`config.mk`:
```
export PLATFORM = sky130hd
export DESIGN_NAME = zircon_ps2_mouse_receiver
export DESIGN_NICKNAME = d
export VERILOG_FILES = /design/src/rtl/zircon_ps2_mouse_receiver.sv
export SDC_FILE = /design/constraint.sdc
export NUM_CORES = 1
export LEC_CHECK = 0
export ABC_AREA = 1
export CAP_MARGIN = 20
export CORE_MARGIN = 5
export CORE_UTILIZATION = 51
export DETAILED_ROUTE_END_ITERATION = 10
export HOLD_SLACK_MARGIN = 0.12
export PLACE_DENSITY = 0.85
export SKIP_CTS_REPAIR_TIMING = 1
export SYNTH_ARGS = -nofsm -noshare
export SYNTH_HDL_FRONTEND = slang
export SYNTH_SLANG_ARGS = --single-unit
export TNS_END_PERCENT = 20
```
`constraint.sdc`:
```
create_clock -name csi_clk -period 2.2 [get_ports csi_clk]
set_clock_uncertainty 0.15 [all_clocks]
set_input_delay 0.33 -clock csi_clk [delete_from_list [all_inputs] [get_ports csi_clk]]
set_output_delay 0.33 -clock csi_clk [all_outputs]
set_load 0.02 [all_outputs]
```
`src/rtl/zircon_ps2_mouse_receiver.sv`:
```
// PS/2 mouse receiver: frames 11-bit PS/2 bytes and assembles 3-byte movement packets.
// Optional parity enforcement is enabled with `define ZIRCON_PS2_PARITY_CHECK_EN.
module zircon_ps2_mouse_receiver #(
  parameter int TIMEOUT_CYCLES = 50000
) (
  input  logic       csi_clk,
  input  logic       rsi_reset,
  input  logic       ps2_clk,
  input  logic       ps2_data,
  output logic       left_button,
  output logic       right_button,
  output logic       middle_button,
  output logic [8:0] x_increment,
  output logic [8:0] y_increment,
  output logic       packet_valid,
  output logic       frame_error
);

  localparam int CW = $clog2(TIMEOUT_CYCLES + 1);
  localparam logic [CW-1:0] TO_MAX = CW'(TIMEOUT_CYCLES);

  typedef enum logic [1:0] {IDLE, DATA, PARITY, STOP} state_t;
  typedef enum logic [1:0] {B0, B1, B2} idx_t;

  logic          clk_s1_q, clk_s2_q, clk_dly_q;
  logic          dat_s1_q, dat_s2_q;
  state_t        state_q, state_d;
  idx_t          idx_q, idx_d;
  logic [2:0]    bcnt_q, bcnt_d;
  logic [7:0]    shift_q, shift_d;
  logic [4:0]    b0_q, b0_d;     // {ysign, xsign, middle, right, left}
  logic [7:0]    b1_q, b1_d;
  logic [CW-1:0] to_cnt_q, to_cnt_d;
  logic          left_q, left_d, right_q, right_d, mid_q, mid_d;
  logic [8:0]    x_q, x_d, y_q, y_d;
  logic          pv_q, pv_d, fe_q, fe_d;
`ifdef ZIRCON_PS2_PARITY_CHECK_EN
  logic          par_q, par_d;
`endif

  logic fall, din, timeout, byte_done, stop_ok;

  // Synchronizers idle high so reset release never looks like a falling edge.
  always_ff @(posedge csi_clk or posedge rsi_reset) begin
    if (rsi_reset) begin
      clk_s1_q  <= 1'b1;
      clk_s2_q  <= 1'b1;
      clk_dly_q <= 1'b1;
      dat_s1_q  <= 1'b1;
      dat_s2_q  <= 1'b1;
    end else begin
      clk_s1_q  <= ps2_clk;
      clk_s2_q  <= clk_s1_q;
      clk_dly_q <= clk_s2_q;
      dat_s1_q  <= ps2_data;
      dat_s2_q  <= dat_s1_q;
    end
  end

  assign fall = clk_dly_q & ~clk_s2_q;
  assign din  = dat_s2_q;

  always_comb begin
    state_d   = state_q;
    idx_d     = idx_q;
    bcnt_d    = bcnt_q;
    shift_d   = shift_q;
    b0_d      = b0_q;
    b1_d      = b1_q;
    left_d    = left_q;
    right_d   = right_q;
    mid_d     = mid_q;
    x_d       = x_q;
    y_d       = y_q;
    pv_d      = 1'b0;
    fe_d      = 1'b0;
    byte_done = 1'b0;
    stop_ok   = 1'b0;
`ifdef ZIRCON_PS2_PARITY_CHECK_EN
    par_d     = par_q;
`endif

    timeout  = !fall && (to_cnt_q == TO_MAX) && ((state_q != IDLE) || (idx_q != B0));
    to_cnt_d = fall ? '0 : ((to_cnt_q != TO_MAX) ? to_cnt_q + 1'b1 : to_cnt_q);

    case (state_q)
      IDLE: if (fall) begin
        if (!din) begin
          state_d = DATA;
          bcnt_d  = 3'd0;
        end else begin
          fe_d = 1'b1;
        end
      end
      DATA: if (fall) begin
        shift_d = {din, shift_q[7:1]};
        bcnt_d  = bcnt_q + 3'd1;
        if (bcnt_q == 3'd7) state_d = PARITY;
      end
      PARITY: if (fall) begin
`ifdef ZIRCON_PS2_PARITY_CHECK_EN
        par_d   = din;
`endif
        state_d = STOP;
      end
      STOP: if (fall) begin
`ifdef ZIRCON_PS2_PARITY_CHECK_EN
        stop_ok = din & (^shift_q ^ par_q);
`else
        stop_ok = din;
`endif
        state_d = IDLE;
        if (stop_ok) byte_done = 1'b1;
        else         fe_d      = 1'b1;
      end
      default: state_d = IDLE;
    endcase

    if (byte_done) begin
      case (idx_q)
        B0: if (shift_q[3]) begin
          b0_d  = {shift_q[5], shift_q[4], shift_q[2:0]};
          idx_d = B1;
        end
        B1: begin
          b1_d  = shift_q;
          idx_d = B2;
        end
        B2: begin
          left_d  = b0_q[0];
          right_d = b0_q[1];
          mid_d   = b0_q[2];
          x_d     = {b0_q[3], b1_q};
          y_d     = {b0_q[4], shift_q};
          pv_d    = 1'b1;
          idx_d   = B0;
        end
        default: idx_d = B0;
      endcase
    end

    // A timeout can only fire on a cycle without an edge, so it never races byte_done.
    if (timeout) begin
      state_d = IDLE;
      idx_d   = B0;
      fe_d    = (state_q != IDLE);
    end
  end

  always_ff @(posedge csi_clk or posedge rsi_reset) begin
    if (rsi_reset) begin
      state_q  <= IDLE;
      idx_q    <= B0;
      bcnt_q   <= '0;
      shift_q  <= '0;
      b0_q     <= '0;
      b1_q     <= '0;
      to_cnt_q <= '0;
      left_q   <= 1'b0;
      right_q  <= 1'b0;
      mid_q    <= 1'b0;
      x_q      <= '0;
      y_q      <= '0;
      pv_q     <= 1'b0;
      fe_q     <= 1'b0;
`ifdef ZIRCON_PS2_PARITY_CHECK_EN
      par_q    <= 1'b0;
`endif
    end else begin
      state_q  <= state_d;
      idx_q    <= idx_d;
      bcnt_q   <= bcnt_d;
      shift_q  <= shift_d;
      b0_q     <= b0_d;
      b1_q     <= b1_d;
      to_cnt_q <= to_cnt_d;
      left_q   <= left_d;
      right_q  <= right_d;
      mid_q    <= mid_d;
      x_q      <= x_d;
      y_q      <= y_d;
      pv_q     <= pv_d;
      fe_q     <= fe_d;
`ifdef ZIRCON_PS2_PARITY_CHECK_EN
      par_q    <= par_d;
`endif
    end
  end

  assign left_button   = left_q;
  assign right_button  = right_q;
  assign middle_button = mid_q;
  assign x_increment   = x_q;
  assign y_increment   = y_q;
  assign packet_valid  = pv_q;
  assign frame_error   = fe_q;

endmodule

```
# Word-level counts from Yosys, hierarchy flattened
# Cells that the tools add are included.
[word_totals] regBits=72 inputBits=4 wordCells=86
[op_classes] bitwise=2 n_reduce_logical=18 eq_ne=18 n_addsub=2 muxes=27
[op_table] cell="16-bit 2-to-1 mux" count=2
[op_table] cell="3-bit != test, second input constant" count=7
[op_table] cell="2-bit 2-to-1 mux" count=10
[op_table] cell="16-bit by 1-bit adder with 16-bit output, second input constant" count=1
[op_table] cell="16-bit == test, second input constant" count=1
[op_table] cell="16-bit != test, second input constant" count=1
[op_table] cell="2-bit nonzero test" count=5
[op_table] cell="3-bit 2-to-1 mux" count=3
[op_table] cell="1-bit 2-to-1 mux" count=8
[op_table] cell="2-bit one-hot mux with 4 select lines" count=1
[op_table] cell="2-bit AND reduction" count=4
[op_table] cell="2-bit == test, second input constant" count=3
[op_table] cell="2-bit != test, second input constant" count=3
[op_table] cell="3-bit one-hot mux with 2 select lines" count=1
[op_table] cell="6-bit AND reduction" count=1
[op_table] cell="2-bit by 1-bit == test with 1-bit output, second input constant" count=2
[op_table] cell="2-bit zero test" count=2
[op_table] cell="2-bit one-hot mux with 2 select lines" count=1
[op_table] cell="4-bit AND reduction" count=1
[op_table] cell="3-bit by 1-bit adder with 3-bit output, second input constant" count=1
[op_table] cell="3-bit == test, second input constant" count=1
[op_table] cell="3-bit AND reduction" count=1
[op_table] cell="1-bit logical AND" count=2
[op_table] cell="1-bit one-hot mux with 2 select lines" count=1
[op_table] cell="other kinds (4)" count=4

# Logic depth before layout (Yosys ltp)
# Gate-level depths: netlist of the first run.
[logic_depth] word_depth=7 mapped_depth=10

# Least setup slack after synthesis of the first run
# No wires, ideal clock.
[synth_path] path_kind="reg-to-reg" start="reg state_q[0]" end="reg state_q[0]" path_stages_with_launch=8 slack_ns=0.519 period_less_slack_ns=1.681 t_arrival_ns=1.407 cell_sequence="dfrtp_1 inv_1 ha_1 or2_2 nor3_1 inv_1 nand4_1 nand2_1"
[synth_between] elab_chain_len=5
[synth_lines] element="start, declared" line="27" rtl="state_t state_q, state_d;"
[synth_lines] element="start signal, assigned" line="170" rtl="state_q <= state_d;"
[synth_lines] element="2-bit nonzero test" line="83" rtl="timeout = !fall && (to_cnt_q == TO_MAX) && ((state_q != IDLE) || (idx_q != B0));"
[synth_lines] element="1-bit logical OR" line="83"
[synth_lines] element="1-bit logical AND" line="83"
[synth_lines] element="3-bit != test (no source line)"
[synth_lines] element="6-bit AND reduction (no source line)"
# Several ways; a longest one is shown, not always the timed one.
# A chain may end at the register's enable or synchronous reset.

# Worst setup path after layout of the first run
# Ends and elaborated chain as after synthesis.

==> qor.yml, run 1 <==
status: "finished clean"
io_buffers: 26
clkLatencyLatePin_ns: 0.35
cts_sinks: 72
grt_pass1_wl_mm: 10.4
cts_max_level: 3
grt_start_max_net_pins: 40
hold_viol_final: 0
cts_root_buffer: "clkbuf_8"
synth_compound_area_share_pct: 8.84
ys_seq_area_share_pct: 57.8
r2r-end: "state_q[0]$_DFFE_PP0P_"
ys_types: 29
crit_arrival_ns: 2.11
place_hpwl_mm: 4.28
die_w_um: 88.3
post-route-drc-count: 0
met1_length_mm: 2.75
reg2reg_depth: 7
antenna_cells: 0
synthSimpleGateAreaFrac_pct: 23.1
synth_fp_nets: 363
final_common_cell: "nand2_1"
nFillCells: 507
synth_top_family_by_area: "simple AND/OR/NAND/NOR gates"
syn_area_per_cell_um2: 8.91
final-max-slew-violation-count: 0
coreArea_um2: 5960
track_usage_pct: 17.1
muxShareOfSynthArea_pct: 0
grt-ovfl-total: 0
grt_pass1_vias: 2272
ys.flop_type: "dfrtp_1"
setup_violations: 0
pre_cts_slack_ns: 0.251
cts_made_buffers: 9
ant_nets: 0
critical_path_class: "reg2reg"
place.gp.congestion: 0.840
fin_ws_ns: 0.174
critPathCaptureType: "flop"
finalCritPeriodShare_pct: 92.1
min_period_ns: 2.03
synthXorXnorAreaFrac_pct: 0.840
required_ns: 2.29
drt_first_pass_iters: 4
top_layer_used: "met4"
final_cell_mix: "nand2_1 (107), dfrtp_1 (67), o21ai_0 (38)"
register_area_um2: 1810
wl_per_cell_um: 12.9
initial_utilization_pct: 52.5
die_h_um: 88.3
cpPeakStageDelay_ns: 0.43
syn_area_um2: 3130
synthArstFlopShare_pct: 100
postSynthCellCount: 351
timing.critical_path.from: "state_q[0]$_DFFE_PP0P_"
setup_tns_ns: 0
p_leak_nw: 1.74
cts_max_path_buffers: 2
drv_cap: 0
synth_top_area_share_pct: 53.6
num_rows: 28
cp_num_cells: 7
nNetsFinal: 395
drtIter0Drc: 134
cp-start-kind: "flop"
critPathTopFamily: "simple AND/OR/NAND/NOR gates"
cts_tree: "built"
io_pins: 27
rrSetupSlack_ns: 0.17
relSlewSlack_pct: 70.1
clk_pin_slew_ns: 0.08
antenna_found_initial: 0
yosys.area.top_type: "dfrtp_1"
drive_gt1_share_pct: 9.02
routed_wl_mm: 5.97
worst_r2r_startpoint: "state_q[0]$_DFFE_PP0P_"
vias_per_cell: 5.15
crit_top_cell: "inv_1"
dr_wl_met3_um: 303
fmaxAchievable_ghz: 0.494
synthAdderAreaFrac_pct: 3.20
path_cells: "inv_1, ha_1, or2_2, nor3_1, inv_1, nand4_1, nand2_1"
tightest_slew_ns: 0.447
num_vias: 2383
areaGrowthSynthToFinish_pct: 16.3
rsz0062_at_grt: "no"
cellPowerDensity_nw_per_um2: 830
multi_input_area_um2: 1120
crit_buf_inv: 2
crit_slowest_cell: "dfrtp_1"
yosys_warnings: 0
synth_edf_count: 0
yosys_register_bits: 72
yosys-top-cells-area: "dfrtp_1 (54%), nand2_1 (13%), o21ai_0 (6.1%)"
die_area_um2: 7800
holdCritPathClass: "in2async"
crit_end: "state_q[0]$_DFFE_PP0P_"
peakVddDrop_uv: 447
wl_met2_mm: 2.83
cp_max_fo: 5
worst reg2reg max path, stage by stage (launching register included):
cell     delay [ns]
dfrtp_1        0.43
inv_1          0.09
ha_1           0.26
or2_2          0.33
nor3_1         0.34
inv_1          0.12
nand4_1        0.14
nand2_1        0.06
report_power, final:
group          switching, mW  internal, mW
clock                  0.499         0.406
combinational          0.361         0.202
sequential            0.0956          1.46
total                  0.955          2.06
area by class of cell:
type | count | share of cell area (%)
flip-flops and latches | 72 | 49.7
clock inverters | 7 | 1.27
inverters | 37 | 3.99
clock buffers | 9 | 3.41
repair buffers | 29 | 8.12
multi-input cells | 234 | 30.9
well taps | 75 | 2.58
through the flow:
step | std cells | power, mW | util (%) | instance area, um2 | hold slack, ns
floorplan | 351 | 1.98 | - | 3130 | 0.184
global placement | 447 | 2.09 | 58.2 | 3470 | 0.195
detailed placement | 447 | 2.13 | 58.2 | 3470 | 0.197
CTS | 463 | 3.03 | 61.1 | 3640 | 0.196
global route | 463 | 3.20 | 61.1 | 3640 | 0.215
finish | 463 | 3.02 | 61.1 | 3640 | 0.184
layer usage:
metal  global-route usage, %  vias to the layer above
li1                        -                     1178
met1                    23.7                     1145
met4                    6.73                        0
met2                    26.5                       50
met5                       0                        -
met3                    3.72                       10
cells in the mapped netlist, drive strengths merged (5+ instances only):
library cell,number
nand4,6
dfstp,5
a21oi,8
nand3,16
nor2,36
ha,8
buf,6
inv,37
nand2,108
o21ai,38
dfrtp,67
worst min-delay path by stage:
stage	end	cells after the start
finish	y_increment[8]$_DFFE_PP0P_	2
global route	clk_s2_q$_DFF_PP1_	0
CTS	y_increment[8]$_DFFE_PP0P_	2
detailed placement	dat_s2_q$_DFF_PP1_	0
global placement	clk_s2_q$_DFF_PP1_	0
floorplan	clk_s1_q$_DFF_PP1_	0
cell families (layout without fill, tap and decap cells):
group,Yosys count,after routing
AND/OR/NAND/NOR,171,171
flip-flops,72,72
AO/OA/AOI/OAI,52,52
buffers and inverters,45,82
adder cells (fa/ha/maj),8,8
XOR/XNOR,3,3
sequential cells by signal (all words and copies together), names as in the netlist, 2 cells and up:
| name | cells |
|---|---|
| to_cnt_q | 16 |
| x_increment | 9 |
| y_increment | 9 |
| b1_q | 8 |
| shift_q | 8 |
| b0_q | 5 |
| bcnt_q | 3 |
| idx_q | 2 |
| state_q | 2 |
Power figures use the tool's default switching activity.
==> inputs of run 2 (changes only) <==
--- a/config.mk
+++ b/config.mk
@@ -8,10 +8,11 @@
 export ABC_AREA = 1
 export CAP_MARGIN = 20
 export CORE_MARGIN = 5
-export CORE_UTILIZATION = 51
+export CORE_UTILIZATION = 56
 export DETAILED_ROUTE_END_ITERATION = 10
+export DONT_BUFFER_PORTS = 1
 export HOLD_SLACK_MARGIN = 0.12
-export PLACE_DENSITY = 0.85
+export PLACE_DENSITY = 0.84
 export SKIP_CTS_REPAIR_TIMING = 1
 export SYNTH_ARGS = -nofsm -noshare
 export SYNTH_HDL_FRONTEND = slang
==> qor.yml, run 2 (synthesis results as in run 1) <==
routed_wl_mm: 6.05
switching_power_mw: 1.01
drt_first_pass_iters: 5
place_hpwl_mm: 4.30
power_frac_comb_pct: 17.9
place.gp.congestion: 0.813
grt-ovfl-total: 0
fmaxAchievable_ghz: 0.521
coreArea_um2: 5470
drive_gt1_share_pct: 9.59
power_mw: 3.09
num_rows: 27
rrSetupSlack_ns: 0.28
critPathCaptureType: "flop"
io_buffers: 0
required_ns: 2.35
wl_met2_mm: 2.96
cpPeakStageDelay_ns: 0.52
cts_root_buffer: "clkbuf_8"
peakVddDrop_uv: 552
critical_path_class: "reg2reg"
cts_max_level: 3
intPower_mw: 2.09
cts_made_buffers: 9
setup_violations: 0
nNetsFinal: 372
cellPowerDensity_nw_per_um2: 902
met1_length_mm: 2.62
clk_pin_slew_ns: 0.09
vias_per_cell: 5.28
place_inst: 418
top_layer_used: "met4"
cp-start-kind: "flop"
crit_top_cell: "nand2_1"
final_cell_mix: "nand2_1 (107), dfrtp_1 (67), o21ai_0 (38)"
p_leak_nw: 1.68
holdCritPathClass: "reg2reg"
drtIter0Drc: 200
grt_start_max_net_pins: 32
swShare_pct: 32.6
cp_max_fo: 17
drv_cap: 0
io_pins: 27
crit_slowest_cell: "dfstp_2"
tightest_slew_ns: 0.674
grt_pass1_vias: 2254
cts_tree: "built"
die_w_um: 84.7
post-route-drc-count: 0
track_usage_pct: 18.7
fin_cells: 437
ant_nets: 0
die_h_um: 84.7
largest_register_ffs: 16
sequentialPowerShare_pct: 50.4
antenna_cells: 0
min_period_ns: 1.92
final_common_cell: "nand2_1"
setup_tns_ns: 0
dr_wl_met3_um: 361
wl_per_cell_um: 13.8
antenna_found_initial: 0
grt_pass1_wl_mm: 10.6
finalCritPeriodShare_pct: 87.3
crit_arrival_ns: 2.07
cts_sinks: 72
final-max-slew-violation-count: 0
initial_utilization_pct: 57.1
cts_max_path_buffers: 2
regMostFlops: "to_cnt_q"
die_area_um2: 7180
rsz0062_at_grt: "no"
final_util_pct: 62.7
p_clk_share_pct: 31.7
areaGrowthSynthToFinish_pct: 9.72
hold_viol_final: 0
relSlewSlack_pct: 55.0
num_vias: 2306
path_cells: "inv_1, nor2_4, inv_4, nor2_8, nand3_2, inv_2, nand2_1, nand2_1"
clkLatencyLatePin_ns: 0.35
status: "finished clean"
run 2: final cells by class:
cell class                      instances  area [um2]
Tap cell                               72        90.1
Clock buffer                            9         124
Fill cell                             448        2040
Sequential cell                        72        1810
Clock inverter                          7        61.3
Multi-Input combinational cell        234        1120
Timing Repair Buffer                    6        77.6
Inverter                               37         145
run 2: critical path: cells and delay by family, from the launching register on:
kind,cells,cell delay [ns]
simple gates,5,0.71
flops,1,0.52
buf+inv,3,0.49
run 2: worst paths after layout:
path	startpoint	end	cells past startpoint
max	clk_dly_q$_DFF_PP1_	x_increment[1]$_DFFE_PP0P_	8
min	clk_s1_q$_DFF_PP1_	clk_s2_q$_DFF_PP1_	0
max reg2reg	clk_dly_q$_DFF_PP1_	x_increment[1]$_DFFE_PP0P_	8
min reg2reg	clk_s1_q$_DFF_PP1_	clk_s2_q$_DFF_PP1_	0
max in group asynchronous	rsi_reset	dat_s1_q$_DFF_PP1_	3
min in group asynchronous	rsi_reset	x_increment[1]$_DFFE_PP0P_	2
run 2: per-layer routing:
layer | global-route usage, % | vias up
li1 | - | 1143
met2 | 28.7 | 61
met3 | 6.08 | 14
met4 | 8.20 | 0
met1 | 24.3 | 1088
met5 | 0 | -
run 2: power by group through the flow:
stage | Sequential [mW] | Clock, mW | Combinational, mW
2_1_floorplan | 1.56 | 0 | 0.425
3_3_place_gp | 1.57 | 0 | 0.515
3_5_place_dp | 1.58 | 0 | 0.544
4_1_cts | 1.56 | 1.00 | 0.555
5_1_grt | 1.58 | 1.08 | 0.646
6_report | 1.56 | 0.979 | 0.554
run 2: per-stage QoR:
step	worst slack (ns)	area [um2]	hold WS, ns
2_1_floorplan	0.519	3130	0.184
3_3_place_gp	0.347	3220	0.179
3_5_place_dp	0.267	3220	0.185
6_report	0.279	3430	0.207
5_1_grt	0.0850	3430	0.210
4_1_cts	0.266	3400	-0.198
==> inputs of run 3 (changes only) <==
--- a/config.mk
+++ b/config.mk
@@ -8,11 +8,11 @@
 export ABC_AREA = 1
 export CAP_MARGIN = 20
 export CORE_MARGIN = 5
-export CORE_UTILIZATION = 56
+export CORE_UTILIZATION = 57
 export DETAILED_ROUTE_END_ITERATION = 10
 export DONT_BUFFER_PORTS = 1
 export HOLD_SLACK_MARGIN = 0.12
-export PLACE_DENSITY = 0.84
+export PLACE_DENSITY = 0.82
 export SKIP_CTS_REPAIR_TIMING = 1
 export SYNTH_ARGS = -nofsm -noshare
 export SYNTH_HDL_FRONTEND = slang
==> constraint.sdc (replaced) <==
create_clock -name csi_clk -period 2.15 [get_ports csi_clk]
set_clock_uncertainty 0.15 [all_clocks]
set_input_delay 0.3225 -clock csi_clk [delete_from_list [all_inputs] [get_ports csi_clk]]
set_output_delay 0.3225 -clock csi_clk [all_outputs]
set_load 0.02 [all_outputs]
==> qor.yml, run 3 (synthesis results as in run 1) <==
holdCritPathClass: "reg2reg"
peakVddDrop_uv: 600
die_w_um: 84.1
drive_gt1_share_pct: 9.34
drtIter0Drc: 174
die_area_um2: 7070
setup_violations: 0
initial_utilization_pct: 57.8
io_pins: 27
tightest_slew_ns: 0.545
final-max-slew-violation-count: 0
cp-start-kind: "flop"
cellPowerDensity_nw_per_um2: 973
power_frac_comb_pct: 16.7
place_hpwl_mm: 4.05
sequentialPowerShare_pct: 47.4
swShare_pct: 29.9
fmaxAchievable_ghz: 0.543
clkLatencyLatePin_ns: 0.35
intPower_mw: 2.36
routed_wl_mm: 5.90
p_leak_nw: 1.69
p_clk_share_pct: 35.8
required_ns: 2.23
ant_nets: 0
cpPeakStageDelay_ns: 0.41
drv_cap: 0
antenna_cells: 0
status: "finished clean"
io_buffers: 0
grt_start_max_net_pins: 50
crit_top_cell: "inv_1"
num_vias: 2298
critical_path_class: "reg2reg"
pre_cts_slack_ns: 0.314
areaGrowthSynthToFinish_pct: 10.4
nNetsFinal: 371
critPathCaptureType: "flop"
cts_root_buffer: "clkbuf_8"
largest_register_ffs: 16
min_period_ns: 1.84
fin_ws_ns: 0.308
switching_power_mw: 1.00
place.gp.congestion: 0.872
track_usage_pct: 18.6
crit_slowest_cell: "dfrtp_1"
final_cell_mix: "nand2_1 (107), dfrtp_1 (67), o21ai_0 (38)"
cts_made_buffers: 9
finalCritPeriodShare_pct: 85.7
regMostFlops: "to_cnt_q"
die_h_um: 84.1
grt_pass1_wl_mm: 10.5
cp_max_fo: 5
path_cells: "inv_1, ha_1, or2_2, nor3_1, inv_1, nand4_1, nand2_1"
relSlewSlack_pct: 63.6
wl_per_cell_um: 13.5
rsz0062_at_grt: "no"
cts_sinks: 72
drt_first_pass_iters: 4
cts_max_level: 3
post-route-drc-count: 0
hold_viol_final: 0
cts_max_path_buffers: 2
grt-ovfl-total: 0
crit_arrival_ns: 1.93
setup_tns_ns: 0
final_common_cell: "nand2_1"
rrSetupSlack_ns: 0.31
vias_per_cell: 5.27
antenna_found_initial: 0
cts_tree: "built"
grt_pass1_vias: 2222
clk_pin_slew_ns: 0.08
coreArea_um2: 5410
num_rows: 27
run 3: critical path: cells and delay by family, from the launching register on:
family                   cells  cell delay (ns)
buffers and inverters        2             0.19
flip-flops                   1             0.41
AND/OR/NAND/NOR              4             0.74
adder cells (fa/ha/maj)      1             0.25
run 3: final timing paths:
path | start | cells after the start | to
max | state_q[0]$_DFFE_PP0P_ | 7 | state_q[1]$_DFFE_PP0P_
min | clk_s1_q$_DFF_PP1_ | 0 | clk_s2_q$_DFF_PP1_
max reg2reg | state_q[0]$_DFFE_PP0P_ | 7 | state_q[1]$_DFFE_PP0P_
min reg2reg | clk_s1_q$_DFF_PP1_ | 0 | clk_s2_q$_DFF_PP1_
max in group asynchronous | rsi_reset | 3 | dat_s2_q$_DFF_PP1_
min in group asynchronous | rsi_reset | 2 | to_cnt_q[2]$_DFFE_PP0P_
run 3: layout make-up:
type / instances / area, um2
fill: 434 / 1950
sequential: 72 / 1810
multi-input combinational: 234 / 1120
inverter: 37 / 145
clock buffer: 9 / 124
clock inverter: 7 / 103
tap: 72 / 90.1
timing repair buffer: 5 / 57.6
run 3: per-stage QoR:
step	area, um2	power, mW	hold slack (ns)	instances	util [%]
after floorplan	3130	2.03	0.177	351	-
after global placement	3200	2.14	0.118	417	59.1
after detailed placement	3200	2.17	0.123	417	59.1
after CTS	3420	3.37	-0.253	433	63.3
after global routing	3450	3.55	0.212	436	63.9
final	3450	3.36	0.207	436	63.9
run 3: power groups by stage:
stage	sequential [mW]	combinational, mW	clock [mW]
detailed placement	1.62	0.551	0
floorplan	1.59	0.434	0
finish	1.59	0.562	1.20
global route	1.61	0.655	1.28
CTS	1.59	0.562	1.22
global placement	1.61	0.528	0
run 3: metal layers:
layer  routed length (um)  track usage (%)  part of all wire [%]  up-vias
met5                    0                0                     0        -
met4                  120             8.92                   2.0        0
met3                  294             4.94                   5.0       10
met2                 2810             28.4                    48       56
met1                 2680             24.6                    45     1094
li1                     -                -                     -     1138
